<file path="config.mk">
export PLATFORM = sky130hd
export DESIGN_NAME = fir_decim_out_flat
export DESIGN_NICKNAME = d
export VERILOG_FILES = /design/src/rtl/fir_pkg.sv /design/src/rtl/fir_decim_out_if.sv /design/src/rtl/fir_out_fifo.sv /design/src/rtl/fir_decim_out.sv /design/src/flat_wrapper.sv
export SDC_FILE = /design/constraint.sdc
export NUM_CORES = 1
export LEC_CHECK = 0
export ABC_AREA = 1
export CAP_MARGIN = 10
export CELL_PAD_IN_SITES_DETAIL_PLACEMENT = 0
export CELL_PAD_IN_SITES_GLOBAL_PLACEMENT = 1
export CORE_ASPECT_RATIO = 0.8
export CORE_MARGIN = 4
export CORE_UTILIZATION = 40
export DETAILED_ROUTE_END_ITERATION = 8
export HOLD_SLACK_MARGIN = 0.03
export PLACE_DENSITY_LB_ADDON = 0.1
export SLEW_MARGIN = 40
export SYNTH_ARGS = -nofsm -noshare
export SYNTH_HDL_FRONTEND = slang
export SYNTH_HIERARCHICAL = 1
export SYNTH_SLANG_ARGS = --single-unit
</file>
<file path="constraint.sdc">
create_clock -name clk -period 2.2 [get_ports clk]
set_input_delay 0.66 -clock clk [delete_from_list [all_inputs] [get_ports clk]]
set_output_delay 0.66 -clock clk [all_outputs]
set_load 0.02 [all_outputs]
</file>
<file path="src/rtl/fir_pkg.sv">
// Shared FIR datapath constants: widths and Q1.15 clip limits.
// Latency: n/a (constants only).
// Backpressure: n/a.
`timescale 1ns/1ps
package fir_pkg;

  // FIR accumulator output is Q3.15; the delivered sample is Q1.15.
  localparam int FIR_OUT_W_IN  = 18;
  localparam int FIR_OUT_W_OUT = 16;
  localparam int FIR_FRAC      = 15;

  localparam logic signed [FIR_OUT_W_OUT-1:0] FIR_Q15_MAX = 16'sh7FFF;
  localparam logic signed [FIR_OUT_W_OUT-1:0] FIR_Q15_MIN = 16'sh8000;

  // Occupancy counter width for a FIFO of the given depth (needs DEPTH+1 codes).
  function automatic int fir_level_w(input int depth);
    return $clog2(depth) + 1;
  endfunction

endpackage

</file>
<file path="src/rtl/fir_decim_out_if.sv">
// Sample-in / sample-out bundle of the FIR decimating output stage.
// Latency: n/a (wiring only).
// Backpressure: o_valid/i_ready handshake on the output side; input side has none.
`timescale 1ns/1ps
interface fir_decim_out_if
  import fir_pkg::*;
#(
  parameter int DEPTH = 4
);

  logic signed [FIR_OUT_W_IN-1:0]  i_y;
  logic                            i_valid;
  logic signed [FIR_OUT_W_OUT-1:0] o_data;
  logic                            o_valid;
  logic                            i_ready;
  logic [fir_level_w(DEPTH)-1:0]   o_level;
  logic                            o_sat;
  logic                            o_ovf;

  // Upstream FIR plus downstream sink.
  modport master (
    output i_y, i_valid, i_ready,
    input  o_data, o_valid, o_level, o_sat, o_ovf
  );

  // The output stage itself.
  modport slave (
    input  i_y, i_valid, i_ready,
    output o_data, o_valid, o_level, o_sat, o_ovf
  );

endinterface

</file>
<file path="src/rtl/fir_out_fifo.sv">
// Show-ahead FIFO with registered head word, extra-bit pointers and level output.
// Latency: a push into an empty FIFO is visible at the head after the same edge.
// Backpressure: pop on head_vld && ready; a push on full without a pop is dropped and flagged.
`timescale 1ns/1ps
module fir_out_fifo #(
  parameter int WIDTH = 16,
  parameter int DEPTH = 4
) (
  input  logic                     clk,
  input  logic                     i_rst,
  input  logic                     push,
  input  logic [WIDTH-1:0]         push_dat,
  input  logic                     ready,
  output logic [WIDTH-1:0]         head_dat,
  output logic                     head_vld,
  output logic [$clog2(DEPTH):0]   level,
  output logic                     drop
);

  localparam int AW = $clog2(DEPTH);
  localparam logic [AW:0]   LVL_ONE = 1;
  localparam logic [AW-1:0] IDX_ONE = 1;

  logic [WIDTH-1:0] mem [DEPTH];
  logic [AW:0]      wr_ptr;
  logic [AW:0]      rd_ptr;
  logic [AW-1:0]    rd_nxt;
  logic             empty;
  logic             full;
  logic             pop;
  logic             wr_en;

  assign empty    = (wr_ptr == rd_ptr);
  assign full     = (wr_ptr[AW] != rd_ptr[AW]) && (wr_ptr[AW-1:0] == rd_ptr[AW-1:0]);
  assign head_vld = !empty;
  assign pop      = head_vld && ready;
  // A pop on the same edge frees the slot, so a full FIFO still accepts the push.
  assign wr_en    = push && (!full || pop);
  assign drop     = push && full && !pop;
  assign level    = wr_ptr - rd_ptr;
  assign rd_nxt   = rd_ptr[AW-1:0] + IDX_ONE;

  // Storage array; contents need no reset because the pointers gate visibility.
  always_ff @(posedge clk) begin
    if (wr_en) mem[wr_ptr[AW-1:0]] <= push_dat;
  end

  // Read/write pointers.
  always_ff @(posedge clk or negedge i_rst) begin
    if (!i_rst) begin
      wr_ptr <= '0;
      rd_ptr <= '0;
    end else begin
      if (wr_en) wr_ptr <= wr_ptr + LVL_ONE;
      if (pop)   rd_ptr <= rd_ptr + LVL_ONE;
    end
  end

  // Head register: changes only on a pop or on a push into an empty FIFO, and
  // otherwise holds the last delivered word so the sink never sees stale slots.
  always_ff @(posedge clk or negedge i_rst) begin
    if (!i_rst) begin
      head_dat <= '0;
    end else if (pop) begin
      if (level > LVL_ONE)  head_dat <= mem[rd_nxt];
      else if (wr_en)       head_dat <= push_dat;
    end else if (empty && wr_en) begin
      head_dat <= push_dat;
    end
  end

endmodule

</file>
<file path="src/rtl/fir_decim_out.sv">
// FIR output stage: Q3.15 -> Q1.15 range reduction, keep 1 of DECIM, buffer in a show-ahead FIFO.
// Latency: 2 cycles from a kept i_valid to o_valid when the FIFO is empty.
// Backpressure: i_ready stalls the FIFO; input cannot stall, so kept samples on a full FIFO are dropped (o_ovf).
// Build option: define FIR_DECIM_OUT_SAT_EN for saturating reduction and a live o_sat; otherwise wrap.
`timescale 1ns/1ps
module fir_decim_out
  import fir_pkg::*;
#(
  parameter int DECIM = 4,
  parameter int DEPTH = 4
) (
  input  logic            clk,
  input  logic            i_rst,
  fir_decim_out_if.slave  bus
);

  localparam int PH_W = (DECIM > 1) ? $clog2(DECIM) : 1;
  localparam logic [PH_W-1:0] PH_LAST = PH_W'(DECIM - 1);
  localparam logic [PH_W-1:0] PH_ONE  = 1;

  logic [PH_W-1:0]                 phase;
  logic                            keep;
  logic signed [FIR_OUT_W_OUT-1:0] red;
  logic                            stg_vld;
  logic signed [FIR_OUT_W_OUT-1:0] stg_dat;
  logic                            drop;
  logic                            ovf;

  // Phase zero on a valid sample marks the one to keep.
  assign keep = bus.i_valid && (phase == '0);

  // Phase counter steps only on valid samples, wrapping after DECIM-1.
  always_ff @(posedge clk or negedge i_rst) begin
    if (!i_rst)             phase <= '0;
    else if (bus.i_valid)   phase <= (phase == PH_LAST) ? '0 : phase + PH_ONE;
  end

`ifdef FIR_DECIM_OUT_SAT_EN
  localparam logic signed [FIR_OUT_W_IN-1:0] Y_MAX = FIR_Q15_MAX;
  localparam logic signed [FIR_OUT_W_IN-1:0] Y_MIN = FIR_Q15_MIN;

  logic clip;
  logic sat;

  // Saturating reduction: the 15 fractional bits pass through untouched.
  always_comb begin
    red  = bus.i_y[FIR_OUT_W_OUT-1:0];
    clip = 1'b0;
    if (bus.i_y > Y_MAX) begin
      red  = FIR_Q15_MAX;
      clip = 1'b1;
    end else if (bus.i_y < Y_MIN) begin
      red  = FIR_Q15_MIN;
      clip = 1'b1;
    end
  end

  // Sticky clip flag, set on the edge that stages a clipped sample.
  always_ff @(posedge clk or negedge i_rst) begin
    if (!i_rst)                 sat <= 1'b0;
    else if (keep && clip)      sat <= 1'b1;
  end

  assign bus.o_sat = sat;
`else
  logic unused_hi;

  // Wrapping reduction: the integer guard bits are simply discarded.
  assign red       = bus.i_y[FIR_OUT_W_OUT-1:0];
  assign unused_hi = ^bus.i_y[FIR_OUT_W_IN-1:FIR_OUT_W_OUT];
  assign bus.o_sat = 1'b0;
`endif

  // Stage register between the reduction and the FIFO write port.
  always_ff @(posedge clk or negedge i_rst) begin
    if (!i_rst) begin
      stg_vld <= 1'b0;
      stg_dat <= '0;
    end else begin
      stg_vld <= keep;
      if (keep) stg_dat <= red;
    end
  end

  fir_out_fifo #(
    .WIDTH (FIR_OUT_W_OUT),
    .DEPTH (DEPTH)
  ) u_fifo (
    .clk      (clk),
    .i_rst    (i_rst),
    .push     (stg_vld),
    .push_dat (stg_dat),
    .ready    (bus.i_ready),
    .head_dat (bus.o_data),
    .head_vld (bus.o_valid),
    .level    (bus.o_level),
    .drop     (drop)
  );

  // Sticky overflow flag, set on the edge a kept sample is lost.
  always_ff @(posedge clk or negedge i_rst) begin
    if (!i_rst)     ovf <= 1'b0;
    else if (drop)  ovf <= 1'b1;
  end

  assign bus.o_ovf = ovf;

endmodule

</file>
<file path="src/flat_wrapper.sv">
// flat-port wrapper written by rule: the top's interface ports become plain ports
module fir_decim_out_flat import fir_pkg::*;
#(
  parameter int DECIM = 4,
  parameter int DEPTH = 4
)
  (clk, i_rst, bus_i_y, bus_i_valid, bus_i_ready, bus_o_data, bus_o_valid, bus_o_level, bus_o_sat, bus_o_ovf);
  fir_decim_out_if #(.DEPTH(DEPTH)) bus_i ();
  input  logic clk;
  input  logic i_rst;
  input wire logic [$bits(bus_i.i_y)-1:0] bus_i_y;
  input wire logic [$bits(bus_i.i_valid)-1:0] bus_i_valid;
  input wire logic [$bits(bus_i.i_ready)-1:0] bus_i_ready;
  output wire logic [$bits(bus_i.o_data)-1:0] bus_o_data;
  output wire logic [$bits(bus_i.o_valid)-1:0] bus_o_valid;
  output wire logic [$bits(bus_i.o_level)-1:0] bus_o_level;
  output wire logic [$bits(bus_i.o_sat)-1:0] bus_o_sat;
  output wire logic [$bits(bus_i.o_ovf)-1:0] bus_o_ovf;
  assign bus_i.i_y = bus_i_y;
  assign bus_i.i_valid = bus_i_valid;
  assign bus_i.i_ready = bus_i_ready;
  assign bus_o_data = bus_i.o_data;
  assign bus_o_valid = bus_i.o_valid;
  assign bus_o_level = bus_i.o_level;
  assign bus_o_sat = bus_i.o_sat;
  assign bus_o_ovf = bus_i.o_ovf;
  fir_decim_out #(.DECIM(DECIM), .DEPTH(DEPTH)) u_core (.clk(clk), .i_rst(i_rst), .bus(bus_i));
endmodule
</file>
==> results of run 1 <==
[where the power goes]
part	switching [uW]	internal (uW)	leakage [uW]
Clock	722	895	0.000145
Combinational	2580	1810	0.00117
Sequential	469	2840	0.00109
Total	3770	5540	0.00241
[layer usage]
layer	up-vias	GRT usage, %	wire length [um]
li1	1561	-	-
met1	1444	25.1	5370
met2	99	18.6	3800
met3	11	3.64	521
met4	0	4.55	117
met5	-	0	0
[worst max-delay path, stage by stage (launching register included)]
cell and delay (ps):
dfrtp_1 410, ha_4 170, fa_2 540, inv_2 40, buf_6 120
[layout make-up]
cell class	count	area, um2
Clock inverter	7	76.3
Multi-Input combinational cell	266	1420
Fill cell	1011	5420
Tap cell	144	180
Clock buffer	9	225
Sequential cell	106	2970
Timing Repair Buffer	74	686
Inverter	33	128
[cell usage after synthesis]
master / number
a21oi_1: 1
nand4_1: 9
a21oi_4: 1
o22ai_1: 6
inv_2: 2
ha_1: 9
clkbuf_8: 3
nand3_1: 57
nand2_2: 2
edfxtp_1: 64
clkbuf_1: 4
buf_2: 7
inv_1: 31
nor2_1: 51
nand2_4: 6
o21ai_0: 30
buf_4: 3
or2_2: 1
buf_6: 5
nand2_1: 80
nand3_2: 6
xor2_1: 4
fa_1: 1
dfrtp_1: 42
conb_1: 1
[cell families (layout without fill, tap and decap cells)]
group,Yosys count,count (layout),synth area share [%]
and+or+nand+nor,212,213,21.2
DFF,106,106,64.3
buffers and inverters,55,123,6.35
AOI/OAI and AO/OA,38,38,4.52
adders and majority gates,10,10,2.87
xor gates and xnor gates,4,4,0.757
other,1,1,0.0810
[flip-flops by register name, indices dropped and copies added (netlist names)]
register                count
u_core/u_fifo/mem          64
u_core/stg_dat             16
u_core/u_fifo/head_dat     16
u_core/u_fifo/rd_ptr        3
u_core/u_fifo/wr_ptr        3
u_core/phase                2
u_core/bus.o_ovf            1
u_core/stg_vld              1
[final timing paths]
| check | start | end | slack [ps] |
|---|---|---|---|
| max in group asynchronous | i_rst | u_core/stg_dat[1] | 1430 |
| min | i_rst | u_core/u_fifo/wr_ptr[2] | 390 |
| max reg2reg | u_core/u_fifo/rd_ptr[0] | u_core/u_fifo/head_dat[2] | 110 |
| max | u_core/u_fifo/rd_ptr[0] | bus_o_level[1] | -70 |
| min reg2reg | u_core/bus.o_ovf | u_core/bus.o_ovf | 470 |
| min in group clk | u_core/bus.o_ovf | u_core/bus.o_ovf | 470 |
[repair_timing]
action                                  in CTS  in global routing
pin swaps                                    3                  5
setup buffers                                2                  5
gates cloned                                 0                  1
endpoints found under the setup margin       4                 66
gates resized for setup                     27                  9
[through the flow]
step	worst slack [ps]	total power, uW	hold WS [ps]	util [%]	cells
6_report	-72.0	9310	387	51.2	639
5_1_grt	-146	10000	433	51.2	639
4_1_cts	-125	9150	401	50.5	633
3_5_place_dp	-299	7390	463	47.4	615
3_3_place_gp	-277	7310	452	47.4	615
2_1_floorplan	-69.0	5890	364	-	426
==> out/summary.log, run 1 <==
INFO  route          drt-initial-drc-count=195
INFO  timing         max_clock_freq=0.440GHz
INFO  global_route   first_global_vias=2906
INFO  cts            cts.path.max_buffers=2
INFO  cts            numCtsBuffers=9
INFO  synth          ys_types=25
INFO  synth          syn-instance-count=426
INFO  cells_and_area layout_common_cells=77 x nand2_1, 64 x edfxtp_1, 54 x nand3_1
INFO  placement      port-buffer-count=40
INFO  setup_path     worstRegToRegCells=10
INFO  synth          synth.top_cell.area_share=41.5%
INFO  setup_path     critical_path_peak_fanout=2
INFO  floorplanning  fp.coreArea=11100um2
INFO  floorplanning  rows=34
INFO  synth          synthesized_net_count=458
INFO  floorplanning  dieHeight=104um
INFO  global_route   grt_start_max_net_pins=43
INFO  cts            cts-hold-fix-buffers=0
INFO  cells_and_area insertedDiodeCount=0
INFO  placement      postPlaceCellArea=5260um2
INFO  placement      gp_congestion=0.726
INFO  floorplanning  floorplan.die_area=13400um2
INFO  route          wire_per_inst=15.4um
INFO  synth          syn_avg_cell_area=10.9um2
INFO  floorplanning  boundaryPins=44
INFO  cells_and_area layout.cells.most_common=nand2_1
INFO  pwr            power.leakage=0.00241uW
INFO  floorplanning  initial_standard_cell_utilization_of_the_core=41.7%
INFO  timing         hold_viol_final=0
INFO  route          drt_wl_total=9810um
INFO  hold_path      hp-class=in -> async
INFO  route          routed_via_density=4.87
INFO  timing         period_needed=2270ps
INFO  global_route   grt-ovfl-total=0
INFO  global_route   track_usage=15.0%
INFO  setup_path     timing_worst_setup_path_type=reg -> out
INFO  timing         report.final.setup_viol=2
INFO  timing         worst_clock_skew=11.3ps
INFO  flow_run       total_of_max_cap_violations=0
INFO  synth          ys_ff_latch=106
INFO  route          drt_pass1_iterations=4
INFO  cells_and_area finish.instance_area=5690um2
INFO  placement      detailedPlacementHpwl=6870um
INFO  synth          syn_area=4630um2
INFO  route          detailroute.via_count=3115
INFO  run_status     status=finished, violations left
INFO  global_route   grt_first_pass_wirelength=15700um
INFO  synth          synth_largest_area_cell=edfxtp_1
INFO  setup_path     worstPathRequired=1540ps
INFO  cts            clk_transition_reported_paths=70ps
INFO  timing         max-slew-margin-rel=63.0%
INFO  route          post-route-drc-count=0
INFO  timing         rsz_0062_raised_after_global_routing=yes
INFO  setup_path     worst_setup_path_start_kind=flop
INFO  run_status     violations=negative setup slack
INFO  cts            worstSkewPairLatency=350ps
INFO  setup_path     critical_path_arrival=1610ps
INFO  cts            cts_tree=yes
INFO  setup_path     worst_setup_path_end_kind=output pin
INFO  synth          synth_top_cells_by_area=edfxtp_1 42%, dfrtp_1 23%, nand2_1 6.5%
INFO  global_route   antenna_violations_before_repair=0
INFO  route          ant_nets=0
INFO  pwr            power-per-cell-area=1640nW/um2
INFO  synth          seq_area_frac_synth=64.3%
INFO  cells_and_area synthToLayoutAreaGrowth=22.9%
INFO  timing         max_slew.worst_pin.slew=555ps
INFO  timing         post_route_setup_tns=-141ps
INFO  cts            tritoncts_num_sinks=106
INFO  timing         final_critical_path_setup_slack=-72.0ps
INFO  timing         final.period_utilization=103%
INFO  cells_and_area num-nets-final=522
INFO  synth          yosys_warnings=6
INFO  timing         final-max-slew-violation-count=0
INFO  floorplanning  die_width=128um
INFO  cts            clk_root_buffer_cell=clkbuf_16
INFO  cells_and_area layout-drive-gt1-share=17.4%
INFO  cts            cts_htree_levels=3
INFO  pwr            ir_worst_vdd=0.000531V
(Power assumes the default switching activity.)
==> run 2: changes to the inputs <==
Settings changed: SKIP_LAST_GASP from default to 1.
==> out/summary.log, run 2 (synthesized netlist as in run 1, its figures left out) <==
INFO  cts            cts_tree=yes
INFO  timing         period_needed=2270ps [+1.96 ps]
INFO  global_route   grt_first_pass_wirelength=15600um [-0.31%]
INFO  hold_path      hp-class=in -> async
INFO  route          wire_per_inst=15.3um [-0.22%]
INFO  setup_path     worstPathRequired=1540ps [about the same]
INFO  cells_and_area synthToLayoutAreaGrowth=22.4%
INFO  route          post-route-drc-count=0 [unchanged]
INFO  placement      port-buffer-count=40 [unchanged]
INFO  flow_run       total_of_max_cap_violations=0 [unchanged]
INFO  cells_and_area insertedDiodeCount=0 [unchanged]
INFO  cells_and_area layout_common_cells=77 x nand2_1, 64 x edfxtp_1, 56 x nand3_1
INFO  floorplanning  floorplan.die_area=13400um2 [unchanged]
INFO  cts            clk_transition_reported_paths=70ps [about the same]
INFO  global_route   antenna_violations_before_repair=0 [unchanged]
INFO  floorplanning  dieHeight=104um [unchanged]
INFO  global_route   track_usage=15.0% [-0.054 points]
INFO  timing         report.final.setup_viol=6 [+4]
INFO  placement      gp_congestion=0.726 [unchanged]
INFO  pwr            power.net_switching=3740uW [-0.90%]
INFO  setup_path     r2r-start=u_core/u_fifo/wr_ptr[0]
INFO  pwr            ir_worst_vdd=0.000533V [+0.41%]
INFO  setup_path     timing.reg2reg.setup_slack=-30ps [-140 ps]
INFO  cells_and_area layout-drive-gt1-share=16.8% [-0.57 points]
INFO  setup_path     worst_setup_path_end_kind=output pin
INFO  cells_and_area layout.cells.most_common=nand2_1
INFO  route          detailroute.via_count=3093 [-0.71%]
INFO  placement      detailedPlacementHpwl=6870um [unchanged]
INFO  cells_and_area final_cells=638 [-0.16%]
INFO  route          routed_via_density=4.85 [-0.55%]
INFO  placement      number_of_cells_after_detailed_placement=615 [unchanged]
INFO  cts            cts.path.max_buffers=2 [unchanged]
INFO  cells_and_area nFillCells=1014 [+0.30%]
INFO  cells_and_area largest_register_ff_count=64 [unchanged]
INFO  run_status     status=finished, violations left
INFO  timing         final-max-slew-violation-count=0 [unchanged]
INFO  pwr            swShare=40.5% [about the same]
INFO  setup_path     crit_family=adder cells
INFO  timing         worst_clock_skew=11.1ps [-0.201 ps]
INFO  setup_path     critical_path_peak_fanout=2 [unchanged]
INFO  timing         final.period_utilization=103% [about the same]
INFO  setup_path     critical_path_arrival=1610ps [about the same]
INFO  setup_path     worst_setup_path_start_kind=flop
INFO  global_route   grt-ovfl-total=0 [unchanged]
INFO  setup_path     worst_reg2reg_path_endpoint=u_core/u_fifo/head_dat[2]
INFO  route          drt_pass1_iterations=4 [unchanged]
INFO  floorplanning  die_width=128um [unchanged]
INFO  pwr            power.clock.fraction=17.5% [about the same]
INFO  run_status     violations=negative setup slack
INFO  setup_path     timing.critical_path.mode_cell=inv_2
INFO  cts            worstSkewPairLatency=350ps [about the same]
INFO  setup_path     worst-path-stages=5 [+1]
INFO  pwr            power.share.sequential=35.8% [+0.3 points]
INFO  cells_and_area num-nets-final=521 [-0.19%]
INFO  timing         final_critical_path_setup_slack=-73.9ps [-1.96 ps]
INFO  timing         rsz_0062_raised_after_global_routing=yes
INFO  setup_path     worstPathBufferInverterCount=3 [+1]
INFO  floorplanning  boundaryPins=44 [unchanged]
INFO  timing         hold_viol_final=0 [unchanged]
INFO  setup_path     cpPeakStageDelay=540ps [about the same]
INFO  cts            cts_htree_levels=3 [unchanged]
INFO  setup_path     timing.critical_path.slowest_stage_cell=fa_2
INFO  floorplanning  initial_standard_cell_utilization_of_the_core=41.7% [unchanged]
INFO  global_route   grt_start_max_net_pins=43 [unchanged]
INFO  cells_and_area multi_input_area=1410um2 [-0.71%]
INFO  timing         max_clock_freq=0.440GHz [about the same]
INFO  placement      postPlaceCellArea=5260um2 [unchanged]
INFO  pwr            power.leakage=0.00240uW [-0.38%]
INFO  setup_path     worstPathCellList=inv_2, ha_4, fa_2, inv_2, buf_6
INFO  pwr            pwr-share-comb=46.7% [-0.5 points]
INFO  global_route   first_global_vias=2910 [+0.14%]
INFO  setup_path     timing_worst_setup_path_type=reg -> out
INFO  timing         max_slew.worst_pin.slew=555ps [+0.0424 ps]
INFO  setup_path     worstRegToRegCells=11 [+1]
INFO  pwr            power-per-cell-area=1630nW/um2 [-0.46%]
INFO  cells_and_area seqCellArea=2970um2 [unchanged]
INFO  route          drt-initial-drc-count=199 [+2.1%]
INFO  pwr            power.total=9240uW [-0.83%]
INFO  timing         max-slew-margin-rel=63.0% [about the same]
INFO  cts            numCtsBuffers=9 [unchanged]
INFO  cts            tritoncts_num_sinks=106 [unchanged]
INFO  route          drt_wl_total=9770um [-0.38%]
INFO  route          ant_nets=0 [unchanged]
INFO  cells_and_area finish.instance_area=5670um2 [-0.37%]
INFO  pwr            cell_internal_pwr=5500uW [-0.78%]
INFO  cts            clk_root_buffer_cell=clkbuf_16
INFO  floorplanning  rows=34 [unchanged]
INFO  floorplanning  fp.coreArea=11100um2 [unchanged]
## run 2: metrics by stage
step | utilization, % | hold slack (ps) | worst slack [ps] | setup TNS [ps]
6_report | 51.0 | 387 | -73.9 | -186
5_1_grt | 51.0 | 433 | -151 | -1790
4_1_cts | 50.3 | 401 | -171 | -384
3_5_place_dp | 47.4 | 463 | -299 | -565
3_3_place_gp | 47.4 | 452 | -277 | -488
2_1_floorplan | - | 364 | -69.0 | -3310
## run 2: area by class of cell
type	count	area share, %
inverters	33	2.25
clock inverters	7	1.35
repair buffers	73	11.9
multi-input cells	266	24.9
flip-flops and latches	106	52.5
well taps	144	3.18
clock buffers	9	3.98
## run 2: worst max-delay path by stage
stage	start	to	slack (ps)
after floorplan	u_core/u_fifo/wr_ptr[0]	u_core/u_fifo/mem[2][0]	-70
after global placement	u_core/u_fifo/wr_ptr[0]	bus_o_level[2]	-280
after detailed placement	u_core/u_fifo/wr_ptr[0]	bus_o_level[2]	-300
after CTS	u_core/u_fifo/wr_ptr[0]	bus_o_level[2]	-170
after global routing	u_core/u_fifo/wr_ptr[0]	bus_o_level[2]	-150
final	u_core/u_fifo/wr_ptr[0]	bus_o_level[1]	-70
## run 2: per-layer routing
metal	GRT usage, %	share of wire, %	up-vias
met4	4.55	1.2	0
li1	-	-	1559
met5	0	0	-
met3	3.64	5.8	11
met1	25.0	55	1431
met2	18.5	38	92
## run 2: power groups by stage
| stage | Clock [uW] | Sequential, uW | Combinational (uW) |
|---|---|---|---|
| after floorplan | 0 | 3370 | 2530 |
| after global placement | 0 | 3310 | 4000 |
| after detailed placement | 0 | 3360 | 4040 |
| after CTS | 1650 | 3320 | 4120 |
| after global routing | 1740 | 3400 | 4790 |
| final | 1620 | 3310 | 4320 |
## run 2: worst reg2reg max path, delay by kind of cell (launching register included)
kind / cells / cell delay (ps)
flops: 1 / 360
buf+inv: 5 / 470
simple gates: 4 / 610
fa+ha+maj: 2 / 690
## run 2: timing repair
item                       in CTS  in global routing
hold endpoints to repair        0                  0
pin swaps                       1                  3
setup endpoints to repair       4                 65
gates resized for setup        22                 11
buffers inserted                2                  4
hold buffers                    0                  0
gates cloned                    0                  1
